$ cat src/rtl/ps2_rx_frame.sv
// ps2_rx_frame: PS/2 device-to-host frame receiver with scan-code prefix decoding into key events
module ps2_rx_frame #(
    parameter int FILTER_LEN  = 4,
    parameter int TIMEOUT_CYC = 100000
) (
    input  logic       clk,
    input  logic       rst,
    input  logic       ps2_clk_in,
    input  logic       ps2_data_in,
    output logic [7:0] byte_data,
    output logic       byte_valid,
    output logic       frame_err,
    output logic [7:0] key_code,
    output logic       key_ext,
    output logic       key_make,
    output logic       key_break
);
    localparam int WW = TIMEOUT_CYC > 1 ? $clog2(TIMEOUT_CYC) : 1;

    typedef enum logic [1:0] {IDLE, DATA, PARITY, STOP} state_t;

    logic [1:0]    clk_s, dat_s;
    logic [3:0]    fcnt;
    logic          filt, fall, d, par, ext_pend, brk_pend, ign;
    logic [2:0]    bcnt;
    logic [7:0]    shreg;
    logic [WW-1:0] wd;
    state_t        state;

    assign d    = dat_s[1];
    assign fall = filt && !clk_s[1] && fcnt == 4'(FILTER_LEN - 1);
    assign ign  = byte_data inside {8'hAA, 8'hFA, 8'hEE, 8'hFE, 8'h00, 8'hFF};

    // two-stage synchronizers for the asynchronous pins, idle high
    always_ff @(posedge clk) begin
        if (rst) begin
            clk_s <= 2'b11;
            dat_s <= 2'b11;
        end else begin
            clk_s <= {clk_s[0], ps2_clk_in};
            dat_s <= {dat_s[0], ps2_data_in};
        end
    end

    // glitch filter: the level flips only after FILTER_LEN consecutive opposite samples
    always_ff @(posedge clk) begin
        if (rst) begin
            fcnt <= '0;
            filt <= 1'b1;
        end else if (clk_s[1] == filt) begin
            fcnt <= '0;
        end else if (fcnt == 4'(FILTER_LEN - 1)) begin
            filt <= clk_s[1];
            fcnt <= '0;
        end else begin
            fcnt <= fcnt + 4'd1;
        end
    end

    // frame FSM with watchdog; a timeout drops the partial byte and reports an error
    always_ff @(posedge clk) begin
        if (rst) begin
            state      <= IDLE;
            shreg      <= '0;
            bcnt       <= '0;
            par        <= 1'b0;
            wd         <= '0;
            byte_data  <= '0;
            byte_valid <= 1'b0;
            frame_err  <= 1'b0;
        end else begin
            byte_valid <= 1'b0;
            frame_err  <= 1'b0;
            wd         <= (state == IDLE || fall) ? '0 : wd + 1'b1;
            if (state != IDLE && !fall && wd == WW'(TIMEOUT_CYC - 1)) begin
                frame_err <= 1'b1;
                state     <= IDLE;
                shreg     <= '0;
                wd        <= '0;
            end else if (fall) begin
                case (state)
                    IDLE: begin
                        state <= d ? IDLE : DATA;
                        bcnt  <= '0;
                    end
                    DATA: begin
                        shreg <= {d, shreg[7:1]};
                        bcnt  <= bcnt + 3'd1;
                        state <= (bcnt == 3'd7) ? PARITY : DATA;
                    end
                    PARITY: begin
                        par   <= d;
                        state <= STOP;
                    end
                    default: begin
                        if (d && (^shreg ^ par)) begin
                            byte_valid <= 1'b1;
                            byte_data  <= shreg;
                        end else begin
                            frame_err <= 1'b1;
                        end
                        state <= IDLE;
                    end
                endcase
            end
        end
    end

    // prefix decoder: E0/F0 set pendings, status bytes pass through, others emit key events
    always_ff @(posedge clk) begin
        if (rst) begin
            ext_pend  <= 1'b0;
            brk_pend  <= 1'b0;
            key_code  <= '0;
            key_ext   <= 1'b0;
            key_make  <= 1'b0;
            key_break <= 1'b0;
        end else begin
            key_make  <= 1'b0;
            key_break <= 1'b0;
            if (frame_err) begin
                ext_pend <= 1'b0;
                brk_pend <= 1'b0;
            end else if (byte_valid) begin
                if (byte_data == 8'hE0) begin
                    ext_pend <= 1'b1;
                end else if (byte_data == 8'hF0) begin
                    brk_pend <= 1'b1;
                end else if (!ign) begin
                    key_code  <= byte_data;
                    key_ext   <= ext_pend;
                    key_make  <= !brk_pend;
                    key_break <= brk_pend;
                    ext_pend  <= 1'b0;
                    brk_pend  <= 1'b0;
                end
            end
        end
    end
endmodule

$ cat config.mk
export PLATFORM = sky130hd
export DESIGN_NAME = ps2_rx_frame
export DESIGN_NICKNAME = d
export VERILOG_FILES = /design/src/rtl/ps2_rx_frame.sv
export SDC_FILE = /design/constraint.sdc
export NUM_CORES = 1
export LEC_CHECK = 0
export ABC_AREA = 1
export BUFFER_PORTS_ARGS = -buffer_cell sky130_fd_sc_hd__buf_4
export CORE_UTILIZATION = 45
export CTS_BUF_LIST = sky130_fd_sc_hd__clkbuf_8
export CTS_CLUSTER_DIAMETER = 120
export CTS_CLUSTER_SIZE = 14
export DETAILED_ROUTE_END_ITERATION = 12
export PLACE_DENSITY = 0.68
export SYNTH_ARGS = -nofsm -noshare
export SYNTH_HDL_FRONTEND = slang
export SYNTH_SLANG_ARGS = --single-unit
$ cat constraint.sdc
create_clock -name clk -period 1.6 [get_ports clk]
set_input_delay 0.24 -clock clk [delete_from_list [all_inputs] [get_ports clk]]
set_output_delay 0.24 -clock clk [all_outputs]
set_load 0.005 [all_outputs]
Word-level counts from Yosys, hierarchy flattened
Index checks and enable logic that the tools add are counted.
{"block": "totals", "elab_cells": 90, "input_bits": 4, "output_inout_bits": 21, "reg_bits": 63}
{"block": "classes", "addsub": 3, "reduce_logical": 30, "n_bitwise": 10, "n_mux": 13, "n_eq_ne": 16}
{"operator": "equality test 8 bit, second input constant", "count": 7}
{"operator": "adder 17 x 1 -> 17 bit, second input constant", "count": 1}
{"operator": "equality test 17 bit, second input constant", "count": 1}
{"operator": "AND reduction 3 bit", "count": 4}
{"operator": "OR reduction 6 bit", "count": 2}
{"operator": "2-to-1 mux 1 bit", "count": 10}
{"operator": "inverter 1 bit", "count": 9}
{"operator": "OR reduction 3 bit", "count": 3}
{"operator": "zero test 8 bit", "count": 1}
{"operator": "XOR reduction 8 bit", "count": 1}
{"operator": "one-hot mux 2 bit (3 select lines)", "count": 1}
{"operator": "one-hot mux 3 bit (2 select lines)", "count": 1}
{"operator": "nonzero test 6 bit", "count": 1}
{"operator": "logical AND 1 bit", "count": 5}
{"operator": "AND reduction 5 bit", "count": 1}
{"operator": "adder 4 x 1 -> 4 bit, second input constant", "count": 1}
{"operator": "equality test 4 x 2 -> 1 bit, second input constant", "count": 1}
{"operator": "inequality test 2 x 1 -> 1 bit, second input constant", "count": 2}
{"operator": "AND reduction 2 bit", "count": 2}
{"operator": "AND reduction 4 bit", "count": 1}
{"operator": "nonzero test 2 bit", "count": 2}
{"operator": "OR reduction 2 bit", "count": 2}
{"operator": "adder 3 x 1 -> 3 bit, second input constant", "count": 1}
{"operator": "equality test 3 bit, second input constant", "count": 1}
{"operator": "9 further kinds", "count": 11}

Logic depth before layout (Yosys ltp)
{"block": "logic_depth", "word_depth": 8, "ltp_mapped": 12, "ltp_nobuf": 12}

Least setup slack after synthesis
OpenSTA, ideal clock, no wires.
{"block": "synth_timing", "path_kind": "register to register", "from": "register wd[0]", "to": "register wd[16]", "arrival_ps": 1391, "t_required_ps": 1483, "stages_incl_launch_ff": 10, "path_slack_ps": 93, "path_cell_list": "dfxtp_1 -> ha_1 -> nand2_1 -> nor2_4 -> nand4_2 -> nor3_4 -> nand2_1 -> nor2_1 -> xor2_1 -> nor2_1"}
{"block": "synth_via", "elab_chain_cells": 3}
{"item": "start, declared", "line": "27", "text": "logic [WW-1:0] wd;"}
{"item": "start signal, assigned", "line": "74", "text": "wd <= (state == IDLE || fall) ? '0 : wd + 1'b1;"}
{"item": "parallel branches: the longest is 3 deep, another holds adder 17 x 1 -> 17 bit"}
Several ways; the timed one is not identified.
A chain may end at the register's enable or synchronous reset.

Worst setup path in the final report
{"block": "layout_timing", "from": "register fcnt[0]", "to": "register wd[10]"}
{"block": "layout_via", "elab_chain_cells": 6}
{"item": "start, declared", "line": "23", "text": "logic [3:0] fcnt;"}
{"item": "start signal, assigned", "line": "56", "text": "fcnt <= fcnt + 4'd1;"}
{"item": "equality test 4 x 2 -> 1 bit (*)", "line": "31", "text": "assign fall = filt && !clk_s[1] && fcnt == 4'(FILTER_LEN - 1);"}
{"item": "logical AND 1 bit (*)", "line": "31"}
{"item": "zero test 1 bit", "line": "75", "text": "if (state != IDLE && !fall && wd == WW'(TIMEOUT_CYC - 1)) begin"}
{"item": "logical AND 1 bit (2 in series)", "line": "75"}
{"item": "OR reduction 3 bit (no line) (*)"}
Every way passes the cells marked *; elsewhere a longest branch is shown, timed or not.

==> flow_results.xml <==
<?xml version="1.0" encoding="UTF-8"?>
<metrics>
  <group name="global_route">
    <metric name="grt_antenna_before_repair" unit="">0</metric>
    <metric name="groute.usage.overall" unit="%">18.2</metric>
    <metric name="grt.overflow.total" unit="">0</metric>
    <metric name="grt_first_pass_wirelength" unit="um">10200</metric>
    <metric name="pin_count_of_the_biggest_net_entering_global_routing" unit="">23</metric>
    <metric name="vias_in_the_first_global_route" unit="">2334</metric>
  </group>
  <group name="clock_network">
    <metric name="clockRootBuffer" unit="">clkbuf_8</metric>
    <metric name="cts_hold_buffers" unit="">0</metric>
    <metric name="path_clk_slew" unit="ps">70</metric>
    <metric name="cts.htree.levels" unit="">3</metric>
    <metric name="number_of_sinks_handled_by_clock_tree_synthesis" unit="">63</metric>
    <metric name="max-clock-path-buffers" unit="">2</metric>
    <metric name="clkLatencyLatePin" unit="ps">340</metric>
    <metric name="cts_made_buffers" unit="">9</metric>
    <metric name="tritoncts" unit="">done</metric>
  </group>
  <group name="power_and_ir_drop">
    <metric name="power.share.switching" unit="%">21.9</metric>
    <metric name="vdd.ir_drop.worst" unit="mV">0.534</metric>
    <metric name="p_switching" unit="mW">0.662</metric>
    <metric name="sequentialPowerShare" unit="%">52.2</metric>
    <metric name="share_comb_of_total_power" unit="%">2.1</metric>
    <metric name="cell_internal_pwr" unit="mW">2.36</metric>
    <metric name="pwr-share-clk" unit="%">45.8</metric>
    <metric name="p_leak" unit="nW">1.54</metric>
    <metric name="power-per-cell-area" unit="nW/um2">803</metric>
  </group>
  <group name="worst_hold_path">
    <metric name="hold_path_startpoint" unit="">ps2_clk_in</metric>
    <metric name="hold_path.class" unit="">in -&gt; reg</metric>
  </group>
  <group name="sta">
    <metric name="setup_violations" unit="">0</metric>
    <metric name="timing.max_slew.rel_slack" unit="%">72.9</metric>
    <metric name="finalCriticalPeriod" unit="ps">1510</metric>
    <metric name="final-hold-violation-count" unit="">0</metric>
    <metric name="fin_crit_sh" unit="%">94.4</metric>
    <metric name="finalClockSkew" unit="ps">7.76</metric>
    <metric name="achievable-frequency" unit="GHz">0.662</metric>
    <metric name="grt_setup_unrepaired" unit="">true</metric>
    <metric name="maxSlewViolCount" unit="">0</metric>
    <metric name="worstMarginPinSlew" unit="ps">403</metric>
  </group>
  <group name="yosys">
    <metric name="synth_area_per_cell" unit="um2">7.33</metric>
    <metric name="ys_warn_count" unit="">0</metric>
    <metric name="synth_cell_types" unit="">38</metric>
    <metric name="async_reset_ff_share" unit="%">0</metric>
    <metric name="ys_ff_latch" unit="">63</metric>
    <metric name="yosys.area_share.adder" unit="%">2.12</metric>
    <metric name="synthXorXnorAreaFrac" unit="%">2.97</metric>
    <metric name="yosys.area_share.simple" unit="%">35.9</metric>
    <metric name="synth_mux_area_share" unit="%">0</metric>
    <metric name="number_of_standard_cells_after_synthesis" unit="">402</metric>
    <metric name="ys_seq_area_share" unit="%">42.8</metric>
    <metric name="yosys_most_used_dff" unit="">dfxtp_1</metric>
    <metric name="combinational_family_with_the_most_area_after_synthesis" unit="">simple AND/OR/NAND/NOR gates</metric>
    <metric name="post_synth_instance_area" unit="um2">2950</metric>
    <metric name="synth_compound_gate_area_share" unit="%">8.71</metric>
    <metric name="synth_nets" unit="">411</metric>
    <metric name="post_synth_edffs" unit="">0</metric>
  </group>
  <group name="placement">
    <metric name="globalplace.congestion" unit="">0.850</metric>
    <metric name="numPortBuffers" unit="">24</metric>
    <metric name="detailedPlacementHpwl" unit="um">4200</metric>
    <metric name="placed_cells" unit="">504</metric>
  </group>
  <group name="cells_and_area">
    <metric name="syn_to_final_growth" unit="%">27.6</metric>
    <metric name="drive_gt1_share" unit="%">30.5</metric>
    <metric name="fillCellCount" unit="">580</metric>
    <metric name="antenna_fix_cells" unit="">0</metric>
    <metric name="final_cell_mix" unit="">nor2_1 (78), nand2_1 (70), dfxtp_1 (46), buf_4 (40), inv_1 (38)</metric>
    <metric name="final_core_util" unit="%">59.2</metric>
    <metric name="finalNetCount" unit="">457</metric>
    <metric name="layout_commonest_cell" unit="">nor2_1</metric>
    <metric name="instances_no_fill" unit="">530</metric>
  </group>
  <group name="floorplanning">
    <metric name="die_height" unit="um">82.9</metric>
    <metric name="width_of_the_die" unit="um">82.9</metric>
    <metric name="dieArea" unit="um2">6870</metric>
    <metric name="boundaryPins" unit="">25</metric>
    <metric name="placeableCoreArea" unit="um2">6350</metric>
    <metric name="std_cell_rows" unit="">29</metric>
    <metric name="floorplan.initialDensity" unit="%">46.4</metric>
  </group>
  <group name="detailed_routing">
    <metric name="drt_iter0_drc" unit="">108</metric>
    <metric name="wl_per_cell" unit="um">11.6</metric>
    <metric name="total_routed_length" unit="um">6130</metric>
    <metric name="drt-pass1-iter-count" unit="">4</metric>
    <metric name="route.antenna.remaining_nets" unit="">0</metric>
    <metric name="post-route-drc-count" unit="">0</metric>
    <metric name="via_count" unit="">2682</metric>
    <metric name="vias_per_cell" unit="">5.06</metric>
  </group>
  <group name="worst_setup_path">
    <metric name="setup.worst_path.start" unit="">fcnt[0]$_SDFF_PP0_</metric>
    <metric name="cp.arrival" unit="ps">1780</metric>
    <metric name="regToRegStartpoint" unit="">fcnt[0]$_SDFF_PP0_</metric>
    <metric name="crit_path_end_kind" unit="">flip-flop</metric>
    <metric name="setup.worst_path.class" unit="">reg -&gt; reg</metric>
    <metric name="worstSetupStartpointType" unit="">flip-flop</metric>
    <metric name="critical_path.max_fanout" unit="">17</metric>
    <metric name="worst_path_required_time" unit="ps">1870</metric>
  </group>
  <group name="job">
    <metric name="drv.max_cap_violation_count" unit="">0</metric>
  </group>
  <group name="run_status">
    <metric name="status" unit="">complete, no violations</metric>
  </group>
</metrics>
cell usage after synthesis, types with 2 or more instances:
library cell	instances	area, um2
nor2_2	5	31.3
inv_1	41	154
ha_1	5	62.6
or2_2	9	56.3
inv_2	5	18.8
nand3_2	2	20.0
xor2_1	5	43.8
nor2_4	2	22.5
nand4_1	16	100
o21ai_0	4	20.0
dfxtp_1	63	1260
o21bai_1	9	67.6
buf_2	4	20.0
xnor2_1	5	43.8
nor2_1	84	315
clkbuf_1	4	15.0
nand4_2	2	25.0
nand2_2	2	12.5
nor3_2	2	20.0
a211oi_1	2	15.0
nor4_1	2	12.5
nand3_1	14	70.1
a21oi_1	22	110
nand2_1	75	282
nor3_1	5	25.0
final timing paths:
kind                         endpoint  slack, ps  cells past startpoint
hold reg to reg   clk_s[1]$_SDFF_PP1_        410                      1
hold / removal    clk_s[0]$_SDFF_PP1_         70                      2
setup reg to reg    wd[10]$_SDFF_PP0_         90                     10
setup / recovery    wd[10]$_SDFF_PP0_         90                     10
logic make-up after synthesis:
logic type,after synthesis
flip-flops,63
AND/OR/NAND/NOR,226
buffers and inverters,55
adder cells (fa/ha/maj),5
AO/OA/AOI/OAI,43
XOR/XNOR,10
critical path: stages, from the launching register on:
cell and delay, ps:
dfxtp_2 370, ha_4 140, nand2_2 70, nor2_4 140, nand2_4 90, o21ai_2 70
inv_2 70, nand4_4 110, nand3_2 90, buf_12 160, a21oi_1 120
power groups by stage:
stage | Combinational, mW | Sequential, mW | Clock (mW)
floorplan | 0.0384 | 1.61 | 0
global placement | 0.0587 | 1.61 | 0
detailed placement | 0.0602 | 1.61 | 0
CTS | 0.0603 | 1.57 | 1.41
global route | 0.0689 | 1.58 | 1.49
finish | 0.0620 | 1.58 | 1.38
area by class of cell:
cell class | count | area (um2) | share of cell area, %
repair buffers | 44 | 380 | 10.1
clock inverters | 6 | 60.1 | 1.60
inverters | 46 | 173 | 4.60
multi-input cells | 284 | 1630 | 43.3
clock buffers | 10 | 138 | 3.66
well taps | 77 | 96.3 | 2.56
flip-flops and latches | 63 | 1280 | 34.1
registers in the layout, indices dropped and copies added, names as in the netlist:
| signal | flops |
|---|---|
| bcnt | 3 |
| brk_pend | 1 |
| byte_data | 8 |
| byte_valid | 1 |
| clk_s | 2 |
| dat_s | 2 |
| ext_pend | 1 |
| fcnt | 4 |
| filt | 1 |
| frame_err | 1 |
| key_break | 1 |
| key_code | 8 |
| key_ext | 1 |
| key_make | 1 |
| par | 1 |
| shreg | 8 |
| state | 2 |
| wd | 17 |
stage by stage:
stage	setup TNS (ps)	setup WS [ps]	power, mW	hold WS, ps	instance area (um2)
6_report	0	89.9	3.02	74.4	3760
5_1_grt	-51.4	-18.8	3.14	62.3	3760
4_1_cts	0	3.02	3.04	67.7	3510
3_5_place_dp	0	0.481	1.67	401	3290
3_3_place_gp	0	78.4	1.67	393	3290
2_1_floorplan	0	92.6	1.65	344	2950
per-layer routing:
metal	vias to the layer above	part of all wire, %	track usage (%)
met1	1227	45	22.4
met2	57	49	29.3
li1	1385	-	-
met4	0	1.8	7.37
met3	13	4.8	5.86
met5	-	0	0
timing repair:
action / in CTS / in global routing
cloned: 0 / 0
gates resized for setup: 4 / 51
endpoints found under the setup margin: 10 / 48
pin swaps: 1 / 12
buffers inserted: 1 / 9
No activity file was read; power rests on OpenSTA's default activity.
